[config.mk]
export PLATFORM = sky130hd
export DESIGN_NAME = mem_port_arbiter
export DESIGN_NICKNAME = d
export VERILOG_FILES = /design/src/rtl/mem_port_arbiter.sv
export SDC_FILE = /design/constraint.sdc
export NUM_CORES = 1
export LEC_CHECK = 0
export BUFFER_PORTS_ARGS = -buffer_cell sky130_fd_sc_hd__buf_2
export CAP_MARGIN = 5
export CORE_UTILIZATION = 50
export DETAILED_ROUTE_END_ITERATION = 8
export PLACE_DENSITY_LB_ADDON = 0.2
export SYNTH_ARGS = -nofsm -noshare
export SYNTH_HDL_FRONTEND = slang
export SYNTH_SLANG_ARGS = --single-unit
[constraint.sdc]
create_clock -name clk -period 2.75 [get_ports clk]
set_input_delay 0.1375 -clock clk [delete_from_list [all_inputs] [get_ports clk]]
set_output_delay 0.1375 -clock clk [all_outputs]
set_load 0.02 [all_outputs]
[src/rtl/mem_port_arbiter.sv]
// mem_port_arbiter: shares one 8-bit external memory port between the CHR,
// PRG and SRM requesters of the mapper.
//   chr_*/prg_*/srm_* : req/ack handshake per requester, latched addr/we/wdat,
//                       registered read data held until that port's next read
//   mem_*             : registered strobes, address and write data to the
//                       memory controller; mem_din sampled on the last cycle
//   busy              : high whenever the access FSM is not idle
// CHR has priority over PRG/SRM, bounded by a starvation guard; PRG and SRM
// share the remaining slots round-robin.
module mem_port_arbiter #(
    parameter int unsigned AW      = 23,
    parameter int unsigned ACC_CYC = 3,
    parameter int unsigned STARVE  = 4
) (
    input  logic          clk,
    input  logic          rst_n,
    input  logic          chr_req,
    input  logic          chr_we,
    input  logic [AW-1:0] chr_addr,
    input  logic [7:0]    chr_wdat,
    output logic          chr_ack,
    output logic [7:0]    chr_rdat,
    input  logic          prg_req,
    input  logic          prg_we,
    input  logic [AW-1:0] prg_addr,
    input  logic [7:0]    prg_wdat,
    output logic          prg_ack,
    output logic [7:0]    prg_rdat,
    input  logic          srm_req,
    input  logic          srm_we,
    input  logic [AW-1:0] srm_addr,
    input  logic [7:0]    srm_wdat,
    output logic          srm_ack,
    output logic [7:0]    srm_rdat,
    output logic          mem_ce,
    output logic          mem_oe,
    output logic          mem_we,
    output logic [AW-1:0] mem_addr,
    output logic [7:0]    mem_dout,
    input  logic [7:0]    mem_din,
    output logic          busy
);

    localparam int unsigned CW = 4;
    localparam int unsigned SW = 3;
    localparam logic [CW-1:0] CNT_LOAD   = CW'(ACC_CYC - 1);
    localparam logic [SW-1:0] STARVE_MAX = '1;

    typedef enum logic [1:0] {
        IDLE = 2'd0,
        ACC  = 2'd1,
        DONE = 2'd2
    } state_t;

    typedef enum logic [1:0] {
        G_CHR = 2'd0,
        G_PRG = 2'd1,
        G_SRM = 2'd2
    } grant_t;

    state_t          state, state_nxt;
    grant_t          gnt, gnt_nxt;
    logic [CW-1:0]   cnt, cnt_nxt;
    logic [SW-1:0]   starve_cnt, starve_nxt;
    logic            rr, rr_nxt;
    logic            we_l, we_nxt;
    logic [AW-1:0]   addr_nxt;
    logic [7:0]      wdat_nxt;
    logic            ce_nxt, oe_nxt, mwe_nxt, busy_nxt;
    logic            chr_ack_nxt, prg_ack_nxt, srm_ack_nxt;
    logic [7:0]      chr_rdat_nxt, prg_rdat_nxt, srm_rdat_nxt;
    logic            other_req_c, chr_win_c, srm_pick_c;

    // Grant decision, only consumed in IDLE
    always_comb begin
        other_req_c = prg_req | srm_req;
        chr_win_c   = chr_req && ((STARVE == 0) || !other_req_c ||
                                  (32'(starve_cnt) < STARVE));
        srm_pick_c  = srm_req && (!prg_req || rr);
    end

    // Next-state and next-output logic; every output is registered below
    always_comb begin
        state_nxt    = state;
        gnt_nxt      = gnt;
        cnt_nxt      = cnt;
        starve_nxt   = starve_cnt;
        rr_nxt       = rr;
        we_nxt       = we_l;
        addr_nxt     = mem_addr;
        wdat_nxt     = mem_dout;
        ce_nxt       = 1'b0;
        oe_nxt       = 1'b0;
        mwe_nxt      = 1'b0;
        chr_ack_nxt  = 1'b0;
        prg_ack_nxt  = 1'b0;
        srm_ack_nxt  = 1'b0;
        chr_rdat_nxt = chr_rdat;
        prg_rdat_nxt = prg_rdat;
        srm_rdat_nxt = srm_rdat;

        case (state)
            IDLE: begin
                if (chr_req || prg_req || srm_req) begin
                    state_nxt = ACC;
                    cnt_nxt   = CNT_LOAD;
                    if (chr_win_c) begin
                        gnt_nxt  = G_CHR;
                        we_nxt   = chr_we;
                        addr_nxt = chr_addr;
                        wdat_nxt = chr_wdat;
                        // Count CHR wins only while someone else is waiting
                        if (!other_req_c)
                            starve_nxt = '0;
                        else if (starve_cnt != STARVE_MAX)
                            starve_nxt = starve_cnt + SW'(1);
                    end else if (srm_pick_c) begin
                        gnt_nxt    = G_SRM;
                        we_nxt     = srm_we;
                        addr_nxt   = srm_addr;
                        wdat_nxt   = srm_wdat;
                        rr_nxt     = 1'b0;
                        starve_nxt = '0;
                    end else begin
                        gnt_nxt    = G_PRG;
                        we_nxt     = prg_we;
                        addr_nxt   = prg_addr;
                        wdat_nxt   = prg_wdat;
                        rr_nxt     = 1'b1;
                        starve_nxt = '0;
                    end
                    ce_nxt  = 1'b1;
                    oe_nxt  = !we_nxt;
                    mwe_nxt = we_nxt;
                end
            end
            ACC: begin
                if (cnt == '0) begin
                    state_nxt = DONE;
                    case (gnt)
                        G_CHR: begin
                            chr_ack_nxt = 1'b1;
                            if (!we_l) chr_rdat_nxt = mem_din;
                        end
                        G_PRG: begin
                            prg_ack_nxt = 1'b1;
                            if (!we_l) prg_rdat_nxt = mem_din;
                        end
                        default: begin
                            srm_ack_nxt = 1'b1;
                            if (!we_l) srm_rdat_nxt = mem_din;
                        end
                    endcase
                end else begin
                    cnt_nxt = cnt - CW'(1);
                    ce_nxt  = 1'b1;
                    oe_nxt  = !we_l;
                    mwe_nxt = we_l;
                end
            end
            DONE:    state_nxt = IDLE;
            default: state_nxt = IDLE;
        endcase

        busy_nxt = (state_nxt != IDLE);
    end

    // State and registered outputs
    always_ff @(posedge clk or negedge rst_n) begin
        if (!rst_n) begin
            state      <= IDLE;
            gnt        <= G_CHR;
            cnt        <= '0;
            starve_cnt <= '0;
            rr         <= 1'b0;
            we_l       <= 1'b0;
            mem_addr   <= '0;
            mem_dout   <= '0;
            mem_ce     <= 1'b0;
            mem_oe     <= 1'b0;
            mem_we     <= 1'b0;
            busy       <= 1'b0;
            chr_ack    <= 1'b0;
            prg_ack    <= 1'b0;
            srm_ack    <= 1'b0;
            chr_rdat   <= '0;
            prg_rdat   <= '0;
            srm_rdat   <= '0;
        end else begin
            state      <= state_nxt;
            gnt        <= gnt_nxt;
            cnt        <= cnt_nxt;
            starve_cnt <= starve_nxt;
            rr         <= rr_nxt;
            we_l       <= we_nxt;
            mem_addr   <= addr_nxt;
            mem_dout   <= wdat_nxt;
            mem_ce     <= ce_nxt;
            mem_oe     <= oe_nxt;
            mem_we     <= mwe_nxt;
            busy       <= busy_nxt;
            chr_ack    <= chr_ack_nxt;
            prg_ack    <= prg_ack_nxt;
            srm_ack    <= srm_ack_nxt;
            chr_rdat   <= chr_rdat_nxt;
            prg_rdat   <= prg_rdat_nxt;
            srm_rdat   <= srm_rdat_nxt;
        end
    end

endmodule

==> results by group <==
Floorplan
  – Die Height: 86.6 um
  – I/O pin count: 171
  – Die ar.: 7490 um^2
  – Core Region: 6830 um^2
  – Initial Util: 52.3%
  – Floorplan row count: 30
  – Chip Width: 86.6 um

Synthesis
  – Dominant cell type by area after synthesis: dfrtp_1
  – Fraction of registers with async set/reset: 100%
  – Syn Nets: 462
  – Top-count cell post-synth: dfrtp_1
  – Synth area leaders: dfrtp_1 (53%), o21ai_0 (8.5%), a211oi_1 (5.7%)
  – Mapped Area: 3570 um^2
  – Main synth FF type: dfrtp_1
  – Synth warn: 0
  – Sequential fraction of the synthesis area: 52.5%
  – Number of flops mapped to enable cells by yosys: 0
  – Unique masters post-synth: 39
  – Yosys reg bits: 75
  – Mapped Cells: 349
  – Top-area cell type share of the netlist area: 52.5%
  – Synth Area per Inst: 10.2 um^2
  – Synth cell count leaders: dfrtp_1 (75), o21ai_0 (61), nand2_1 (42)

Power and ir drop
  – Power, Total: 5.15 mW
  – Clk pwr share: 17.1%
  – Pint: 2.99 mW
  – Combinational share of power: 46.1%
  – Flop pwr share: 36.9%
  – Pleak: 2.46 nW
  – Sw Pwr: 2.16 mW
  – Switching part of the total: 42.0%
  – Pwr Density: 1090 nW/um^2
  – VDD IR max: 0.418 mV

Timing
  – Worst Tran Pin Value: 0.924 ns
  – Setup Viol. Count Final: 0
  – Post-Route Skew: 0.00816 ns
  – Final period util: 74.4%
  – Final Hold Fails: 0
  – Worst Slack Setup Final: 0.703 ns
  – Relative slew slack: 38.4%
  – Setup TNS: 0 ns
  – RSZ-0062 raised after global routing: false
  – Fin crit period: 2.05 ns
  – Fmax: 0.488 GHz
  – Worst Hold Slack: 0.0519 ns
  – Slew Limit Fails: 0

Routing
  – TritonRoute pass-1 iters: 4
  – WL/cell: 15.2 um
  – 1st-iter DRT viols: 96
  – Via density per instance: 5.35
  – WL final: 9.34 mm
  – Number of nets still failing antenna checks after routing: 0
  – DRC: 0
  – Via count: 3277

Global route
  – Largest net degree at the start of global routing: 76
  – Tot GR Track Use: 26.2%
  – Initial antenna violation count: 0
  – Vias in the first global route: 3248
  – First-pass GRT wire length: 15.1 mm
  – Gr ovfl total: 0

Layout
  – Number of non-filler instances in the completed layout: 613
  – Footprint of the multi-input gates: 1550 um^2
  – Filler cells: 588
  – Finished Cell Area: 4720 um^2
  – Layout net count: 625
  – Share of cells above drive strength 1: 43.3%
  – Storage element area: 1880 um^2
  – Antenna Cells: 0
  – Area Overhead vs Synth: 32.1%
  – Core Util, Final: 69.1%

Hold path
  – Hold Path Class: in -> reg

Place
  – DP Worst Slack: 0.700 ns
  – DP Wirelength: 7.02 mm
  – Placed Cells incl. Taps: 596
  – Global placer's final weighted congestion: 0.809
  – IO Port Bufs: 170
  – Post-DP Area: 4500 um^2

Setup path
  – CP Max Fanout: 8
  – Crit Path Class: reg -> reg
  – Delay of the slowest critical-path stage: 0.70 ns
  – CP Buf/Inv Count: 0
  – Worst path cell trace: and2b_2 -> nand3_2 -> or4_1 -> mux2_4
  – Setup crit end kind: register
  – Crit path launch type: register
  – CP arrival: 2.28 ns
  – CP delay by family, top: simple AND/OR/NAND/NOR gates
  – Slowest cell on the critical path: or4_1
  – R2r setup slk: 0.70 ns
  – Worst Path Required: 2.98 ns

Clock tree
  – Post-cts gate resize count: 0
  – Number of H-tree levels: 3
  – Post-CTS Setup Inserts: 0
  – CTS tree: yes
  – Maximum buffer depth of the clock tree: 2
  – Total CTS buffers: 9
  – CTS sink cnt: 75
  – CTS clk-pin slew, worst paths: 0.08 ns
  – Hold buffers post-CTS: 1
  – Clock Latency Late Sink: 0.34 ns
  – Clock tree root driver cell: clkbuf_8

Run
  – Max-cap violation count: 0

Outcome
  – Status: completed
[kinds of logic (layout without fill, tap and decap cells)]
kind of cell / count (synthesis) / in the layout / share of synthesized area, %
AOI/OAI and AO/OA: 107 / 107 / 18.3
and+or+nand+nor: 97 / 97 / 13.9
DFF: 75 / 75 / 52.5
buffers and inverters: 38 / 206 / 4.34
muxes: 26 / 26 / 9.00
adders and majority gates: 4 / 4 / 1.40
xor gates and xnor gates: 2 / 2 / 0.490
[registers in the layout, summed over array words and instances (netlist names), 2 cells and up]
signal,cells
gnt,2
mem_addr,23
chr_rdat,8
state,2
cnt,4
prg_rdat,8
srm_rdat,8
starve_cnt,3
mem_dout,8
[worst register-to-register path: cells and delay by family (launching register included)]
kind / cells / cell delay, ns
and+or+nand+nor: 3 / 1.11
DFF: 1 / 0.43
muxes: 1 / 0.40
[power groups by stage]
stage                     Sequential [mW]  Clock, mW  Combinational (mW)
after CTS                            1.90      0.905                2.40
final                                1.90      0.881                2.37
after floorplan                      2.45          0                1.01
after global routing                 1.96      0.951                2.61
after global placement               1.90          0                2.33
after detailed placement             1.92          0                2.39
[placed cells by master (no fill, tap or decap), drive strengths merged, types with 5 or more instances in the layout]
cell type,instances
a221oi,8
mux2,25
nand2,42
o21ai,64
clkbuf,10
and3,29
inv,12
buf,179
a211oi,27
dfrtp,75
nor2,5
[final cells by class]
type / instances / share of cell area (%)
sequential: 75 / 39.7
multi-input combinational: 236 / 32.8
tap: 96 / 2.54
clock inverter: 6 / 1.54
clock buffer: 10 / 2.91
timing repair buffer: 180 / 19.7
inverter: 10 / 0.795
[layer usage]
metal	up-vias	track usage (%)	share of wire, %	wire length (um)
met2	130	43.9	50	4690
met5	-	0	0	0
met4	0	9.09	1.5	140
met1	1551	32.9	42	3880
met3	12	7.05	6.7	630
li1	1584	-	-	-
[path summary, 6_finish.rpt]
path	startpoint	to	cells after the start
setup / recovery	state[1]$_DFF_PN0_	chr_rdat[3]$_DFFE_PN0P_	4
hold / removal	mem_din[7]	chr_rdat[7]$_DFFE_PN0P_	2
setup reg to reg	state[1]$_DFF_PN0_	chr_rdat[3]$_DFFE_PN0P_	4
hold reg to reg	mem_addr[16]$_DFFE_PN0P_	mem_addr[16]$_DFFE_PN0P_	2
max in group asynchronous	rst_n	mem_addr[2]$_DFFE_PN0P_	2
min in group asynchronous	rst_n	prg_rdat[4]$_DFFE_PN0P_	2
Power figures use the tool's default switching activity.
